File: config.mk
export PLATFORM = sky130hd
export DESIGN_NAME = lsu_sram_bridge
export DESIGN_NICKNAME = d
export VERILOG_FILES = /design/src/rtl/lsu_pkg.sv /design/src/rtl/lsu_load_align.sv /design/src/rtl/lsu_sram_bridge.sv
export SDC_FILE = /design/constraint.sdc
export NUM_CORES = 1
export LEC_CHECK = 0
export BUFFER_PORTS_ARGS = -buffer_cell sky130_fd_sc_hd__buf_2
export CAP_MARGIN = 20
export CORE_MARGIN = 2
export CORE_UTILIZATION = 30
export DETAILED_ROUTE_END_ITERATION = 12
export PLACE_DENSITY = 0.61
export SLEW_MARGIN = 20
export SYNTH_ARGS = -nofsm -noshare
export SYNTH_HDL_FRONTEND = slang
export SYNTH_HIERARCHICAL = 1
export SYNTH_SLANG_ARGS = --single-unit
File: constraint.sdc
create_clock -name clk -period 2.7 [get_ports clk]
set_clock_uncertainty 0.15 [all_clocks]
set_input_delay 0.135 -clock clk [delete_from_list [all_inputs] [get_ports clk]]
set_output_delay 0.135 -clock clk [all_outputs]
set_load 0.02 [all_outputs]
File: src/rtl/lsu_pkg.sv
// Shared types for the load/store unit: access sizes and the bridge FSM states.
package lsu_pkg;

    typedef enum logic [1:0] {
        SIZE_BYTE = 2'd0,
        SIZE_HALF = 2'd1,
        SIZE_WORD = 2'd2,
        SIZE_BAD  = 2'd3
    } size_t;

    typedef enum logic [2:0] {
        IDLE  = 3'd0,
        ISSUE = 3'd1,
        WAIT  = 3'd2,
        DONE  = 3'd3,
        ERR   = 3'd4
    } state_t;

endpackage

File: src/rtl/lsu_load_align.sv
// Selects the addressed byte/half lane of an SRAM word and sign- or zero-extends it.
module lsu_load_align
    import lsu_pkg::*;
(
    input  logic [31:0] rdata,
    input  logic [1:0]  lane,
    input  logic [1:0]  size,
    input  logic        sign_ext,
    output logic [31:0] data
);

    logic [7:0]  byte_v;
    logic [15:0] half_v;

    // Lane extraction followed by extension; word loads pass straight through.
    always_comb begin
        byte_v = rdata[{lane, 3'b000} +: 8];
        half_v = lane[1] ? rdata[31:16] : rdata[15:0];
        case (size)
            SIZE_BYTE: data = {{24{sign_ext & byte_v[7]}}, byte_v};
            SIZE_HALF: data = {{16{sign_ext & half_v[15]}}, half_v};
            default:   data = rdata;
        endcase
    end

endmodule

File: src/rtl/lsu_sram_bridge.sv
// Bridges one core load/store request onto a single-port synchronous SRAM with
// byte enables and a fixed read latency; all outputs come straight from flops.
module lsu_sram_bridge
    import lsu_pkg::*;
#(
    parameter int ADDR_W = 10,
    parameter int RD_LAT = 1
)
(
    input  logic              clk,
    input  logic              reset,
    input  logic              req_valid,
    input  logic              req_write,
    input  logic [1:0]        req_size,
    input  logic              req_signed,
    input  logic [31:0]       req_addr,
    input  logic [31:0]       req_wdata,
    output logic              done,
    output logic [31:0]       rsp_rdata,
    output logic              misalign_err,
    output logic              range_err,
    output logic              sram_en,
    output logic              sram_we,
    output logic [3:0]        sram_be,
    output logic [ADDR_W-1:0] sram_addr,
    output logic [31:0]       sram_wdata,
    input  logic [31:0]       sram_rdata
);

    state_t            state_q, state_d;
    logic [1:0]        cnt_q, cnt_d;
    logic [1:0]        size_q, size_d;
    logic              signed_q, signed_d;
    logic [1:0]        lane_q, lane_d;

    logic              done_d, misalign_d, range_d, en_d, we_d;
    logic [31:0]       rdata_d, wdata_d;
    logic [3:0]        be_d;
    logic [ADDR_W-1:0] addr_d;

    logic              req_misalign, req_range;
    logic [3:0]        req_be;
    logic [31:0]       req_wdata_rep;
    logic [31:0]       load_word;

    // Decode the incoming request: lane enables, replicated store data, alignment.
    // NOTE: every variable gets a value before the case so no path leaves one unassigned (no latch).
    always_comb begin
        req_be        = 4'b1111;
        req_wdata_rep = req_wdata;
        req_misalign  = 1'b0;
        case (req_size)
            SIZE_BYTE: begin
                req_be        = 4'b0001 << req_addr[1:0];
                req_wdata_rep = {4{req_wdata[7:0]}};
            end
            SIZE_HALF: begin
                req_be        = req_addr[1] ? 4'b1100 : 4'b0011;
                req_wdata_rep = {2{req_wdata[15:0]}};
                req_misalign  = req_addr[0];
            end
            SIZE_WORD: req_misalign = |req_addr[1:0];
            default:   req_misalign = 1'b1;
        endcase
    end

    assign req_range = (req_addr >> (ADDR_W + 2)) != 32'd0;

    lsu_load_align u_align (
        .rdata    (sram_rdata),
        .lane     (lane_q),
        .size     (size_q),
        .sign_ext (signed_q),
        .data     (load_word)
    );

    // Next state and next value of every registered output.
    always_comb begin
        state_d    = state_q;
        cnt_d      = cnt_q;
        size_d     = size_q;
        signed_d   = signed_q;
        lane_d     = lane_q;
        done_d     = 1'b0;
        misalign_d = 1'b0;
        range_d    = 1'b0;
        rdata_d    = rsp_rdata;
        en_d       = sram_en;
        we_d       = sram_we;
        be_d       = sram_be;
        addr_d     = sram_addr;
        wdata_d    = sram_wdata;
        case (state_q)
            IDLE: begin
                if (req_valid) begin
                    if (req_misalign || req_range) begin
                        state_d    = ERR;
                        done_d     = 1'b1;
                        misalign_d = req_misalign;
                        range_d    = req_range;
                        rdata_d    = 32'd0;
                    end else begin
                        state_d  = ISSUE;
                        en_d     = 1'b1;
                        we_d     = req_write;
                        be_d     = req_be;
                        addr_d   = req_addr[ADDR_W+1:2];
                        wdata_d  = req_wdata_rep;
                        size_d   = req_size;
                        signed_d = req_signed;
                        lane_d   = req_addr[1:0];
                    end
                end
            end
            ISSUE: begin
                en_d = 1'b0;
                we_d = 1'b0;
                // sram_we still holds this access's direction during ISSUE.
                if (sram_we) begin
                    state_d = DONE;
                    done_d  = 1'b1;
                end else begin
                    state_d = WAIT;
                    cnt_d   = 2'(RD_LAT - 1);
                end
            end
            WAIT: begin
                if (cnt_q == 2'd0) begin
                    state_d = DONE;
                    done_d  = 1'b1;
                    rdata_d = load_word;
                end else begin
                    cnt_d = cnt_q - 2'd1;
                end
            end
            default: state_d = IDLE;  // DONE and ERR: the pulse lasts one cycle
        endcase
    end

    // State, counter, captured request fields and all outputs.
    // NOTE: sequential state uses non-blocking assignments so every flop samples pre-edge values.
    always_ff @(posedge clk or posedge reset) begin
        if (reset) begin
            state_q      <= IDLE;
            cnt_q        <= 2'd0;
            size_q       <= 2'd0;
            signed_q     <= 1'b0;
            lane_q       <= 2'd0;
            done         <= 1'b0;
            misalign_err <= 1'b0;
            range_err    <= 1'b0;
            rsp_rdata    <= 32'd0;
            sram_en      <= 1'b0;
            sram_we      <= 1'b0;
            sram_be      <= 4'd0;
            sram_addr    <= '0;
            sram_wdata   <= 32'd0;
        end else begin
            state_q      <= state_d;
            cnt_q        <= cnt_d;
            size_q       <= size_d;
            signed_q     <= signed_d;
            lane_q       <= lane_d;
            done         <= done_d;
            misalign_err <= misalign_d;
            range_err    <= range_d;
            rsp_rdata    <= rdata_d;
            sram_en      <= en_d;
            sram_we      <= we_d;
            sram_be      <= be_d;
            sram_addr    <= addr_d;
            sram_wdata   <= wdata_d;
        end
    end

endmodule
==> out/metrics.cfg <==
[outcome]
run_status = finished clean

[clocking]
cts.path.max_buffers = 2
cts.repair.resized = 0
clk_root_buffer_cell = sky130_fd_sc_hd__clkbuf_16
cts_made_buffers = 9
tritoncts_clock_tree = built
htree_num_levels = 3
insertion_delay_ns = 0.34
cts_num_sinks = 93
clk_transition_reported_paths_ns = 0.07

[grt]
grt_antenna_before_repair = 2
grt.overflow.total = 0
maximum_number_of_pins_on_one_net_before_global_route_repair = 94
grt_pass1_wl_mm = 23.7
grt_util_all_layers = 0.164
via_count_of_the_first_global_routing_pass = 4578

[pwr]
power-per-cell-area_nw_per_um2 = 516
peak_vdd_ir_mv = 0.253
p_leak_uw = 0.00377

[detailed_routing]
number_of_detailed_routing_iterations_run_before_antenna_repair = 4
met1_wire_length_mm = 6.63
via_per_inst = 4.71
met2RoutedLength_mm = 7.02
dr.max_layer_used = met5
antenna_left = 0
drt_drc_violations_left = 0
num_vias = 4480
drt-wirelength-per-cell_um = 15.7
drt_first_iter_violations = 192
dr_wl_met3_mm = 1.09
total_routed_length_mm = 14.9

[logic_synthesis]
ys_async_sr_fraction = 1.00
synth-compound-area-share = 0.137
yosys_warnings = 6
ys_ff_latch = 93
combinational_family_with_the_most_area_after_synthesis = multiplexers
yosys-top-cells-area = sky130_fd_sc_hd__dfrtp_1, sky130_fd_sc_hd__mux2_4, sky130_fd_sc_hd__nand2_1
yosysSeqAreaShare = 0.449
synth_most_common_cell = sky130_fd_sc_hd__nand2_1
netlist_area_um2 = 5190
synth_edf_count = 0
largest_area_contributor_in_the_synthesized_netlist = sky130_fd_sc_hd__dfrtp_1
synth.avg_cell_area_um2 = 10.9
post_synthesis_cell_type_count = 51
synth_ff_type = sky130_fd_sc_hd__dfrtp_1
yosys-mux-area-fraction = 0.205
synth_adder_area_share = 0.00241
post_synth_and_or_nand_nor_area_fraction = 0.156
post_synth_inst_count = 475
syn_nets = 579
synth_xor_area_frac = 0.00169
post_synth_most_frequent_cells = sky130_fd_sc_hd__nand2_1, sky130_fd_sc_hd__dfrtp_1, sky130_fd_sc_hd__mux2_4
post-synth-top-area-fraction = 0.449

[placement]
total_half_perimeter_wirelength_after_legalization_and_detailed_placement_mm = 10.3
io_buffer_count = 185
post-place-ws_ns = 0.337
globalplace.congestion = 0.803
numPlacedInstances = 872

[sta]
min_period_ns = 2.47
fmax_ghz = 0.404
finalSetupViolCount = 0
final.setup.worst_slack_ns = 0.228
grt_setup_unrepaired = no
maxSlewViolCount = 0
period_share = 0.916
final_setup_tns_ns = 0
count_of_endpoints_failing_hold_in_the_final_timing_report = 0
worst_pin_slew_ns = 0.586
timing.max_slew.rel_slack = 0.609

[floorplan]
dieWidth_um = 135
initial_util = 0.303
number_of_core_rows = 48
die_area_um2 = 18400
pin_count = 186
dieHeight_um = 135
core_area_um2 = 17100

[worst_setup_path]
rr_startpoint = state_q[0]$_DFFE_PP0P_
worst_ep_required_time_ns = 2.79
worstSetupStartpoint = req_addr[1]
path_class = input pin to flip-flop
worst_reg2reg_path_length_in_cells = 5
regToRegEndpoint = sram_wdata[21]$_DFFE_PP0P_
reg2reg_slack_ns = 0.44
critPathCaptureType = flip-flop
start_kind = input pin
timing.critical_path.arrival_ns = 2.56
critPathMaxFanout = 12

[final_layout]
area.growth.synth_to_final_pct = 39.7
layout-drive-gt1-share = 0.462
final_net_count = 824
post_layout_nonfiller_instances = 951

[min_path]
worstHoldEndpoint = rsp_rdata[23]$_DFFE_PP0P_
min_delay_startpoint = sram_rdata[23]
hold_path_class = input pin to flip-flop
hold_path_depth = 5

[run]
drv_cap = 0

-- flip-flops by register name, summed over array words and instances, names as in the netlist --
name / count
sram_addr: 10
lane_q: 2
sram_be: 4
misalign_err: 1
range_err: 1
cnt_q: 2
size_q: 2
signed_q: 1
state_q: 3
done: 1
rsp_rdata: 32
sram_en: 1
sram_we: 1
sram_wdata: 32
-- cell type report --
cell class	count	area (um2)
timing repair buffer	264	1710
antenna	1	2.50
sequential	93	2330
multi-input combinational	347	2610
inverter	5	22.5
clock buffer	9	225
fill	1697	9870
tap	225	282
clock inverter	7	67.6
-- worst max-delay path, cell delays in order --
cell	delay, ns
sky130_fd_sc_hd__dlygate4sd3_1	0.54
sky130_fd_sc_hd__buf_2	0.16
sky130_fd_sc_hd__or3_1	0.42
sky130_fd_sc_hd__a211o_4	0.39
sky130_fd_sc_hd__nor2_8	0.32
sky130_fd_sc_hd__buf_4	0.28
sky130_fd_sc_hd__mux2_4	0.31
-- power by group --
group          leakage, uW  internal [uW]  switching, uW  total, uW
combinational      0.00234            339            579        918
sequential         0.00129           1490           67.4       1560
clock             0.000142            650            610       1260
-- per-stage QoR --
step	cell area [um2]	hold slack [ns]	util	power, uW
global placement	6330	0.177	0.370	2450
CTS	7240	0.000529	0.423	3800
finish	7240	0.00470	0.423	3740
global route	7240	0.0148	0.423	3940
floorplan	5190	0.122	-	2150
detailed placement	6330	0.182	0.370	2450
-- cells by family after synthesis --
kind of cell / count (synthesis)
buffers and inverters: 35
AO/OA/AOI/OAI: 88
AND/OR/NAND/NOR: 177
XOR/XNOR: 1
flip-flops: 93
multiplexers: 80
adder cells (fa/ha/maj): 1
-- layer usage --
metal / up-vias / track usage
li1: 2141 / -
met1: 2153 / 0.214
met2: 169 / 0.266
met3: 15 / 0.0494
met4: 2 / 0.0457
met5: - / 0
-- cell usage in the layout (no fill, tap or decap), types with 4 or more instances in the layout --
cell type	count
sky130_fd_sc_hd__buf_2	185
sky130_fd_sc_hd__nand2_1	133
sky130_fd_sc_hd__dfrtp_1	93
sky130_fd_sc_hd__dlygate4sd3_1	62
sky130_fd_sc_hd__mux2_4	48
sky130_fd_sc_hd__o21ai_2	29
sky130_fd_sc_hd__mux2_2	17
sky130_fd_sc_hd__o21ai_0	14
sky130_fd_sc_hd__buf_4	14
sky130_fd_sc_hd__mux2i_1	13
sky130_fd_sc_hd__nor2_1	10
sky130_fd_sc_hd__nand2b_1	9
sky130_fd_sc_hd__clkbuf_16	9
sky130_fd_sc_hd__a221o_2	8
sky130_fd_sc_hd__nor2b_1	5
sky130_fd_sc_hd__a21o_1	4
sky130_fd_sc_hd__a21oi_1	4
sky130_fd_sc_hd__inv_1	4
sky130_fd_sc_hd__a22oi_1	4
-- worst max-delay path by stage --
stage | depth (start not counted) | end | slack (ns)
after detailed placement | 6 | sram_wdata[13]$_DFFE_PP0P_ | 0.34
after CTS | 7 | sram_wdata[14]$_DFFE_PP0P_ | 0.24
after global routing | 7 | sram_wdata[6]$_DFFE_PP0P_ | 0.17
final | 7 | sram_wdata[21]$_DFFE_PP0P_ | 0.23
after global placement | 6 | sram_wdata[21]$_DFFE_PP0P_ | 0.36
after floorplan | 5 | sram_addr[0]$_DFFE_PP0P_ | 0.62
-- timing repair --
action	4_1_cts	5_1_grt
buffers inserted	0	0
hold endpoints to repair	154	0
hold buffers	62	0
(Power assumes the default switching activity.)
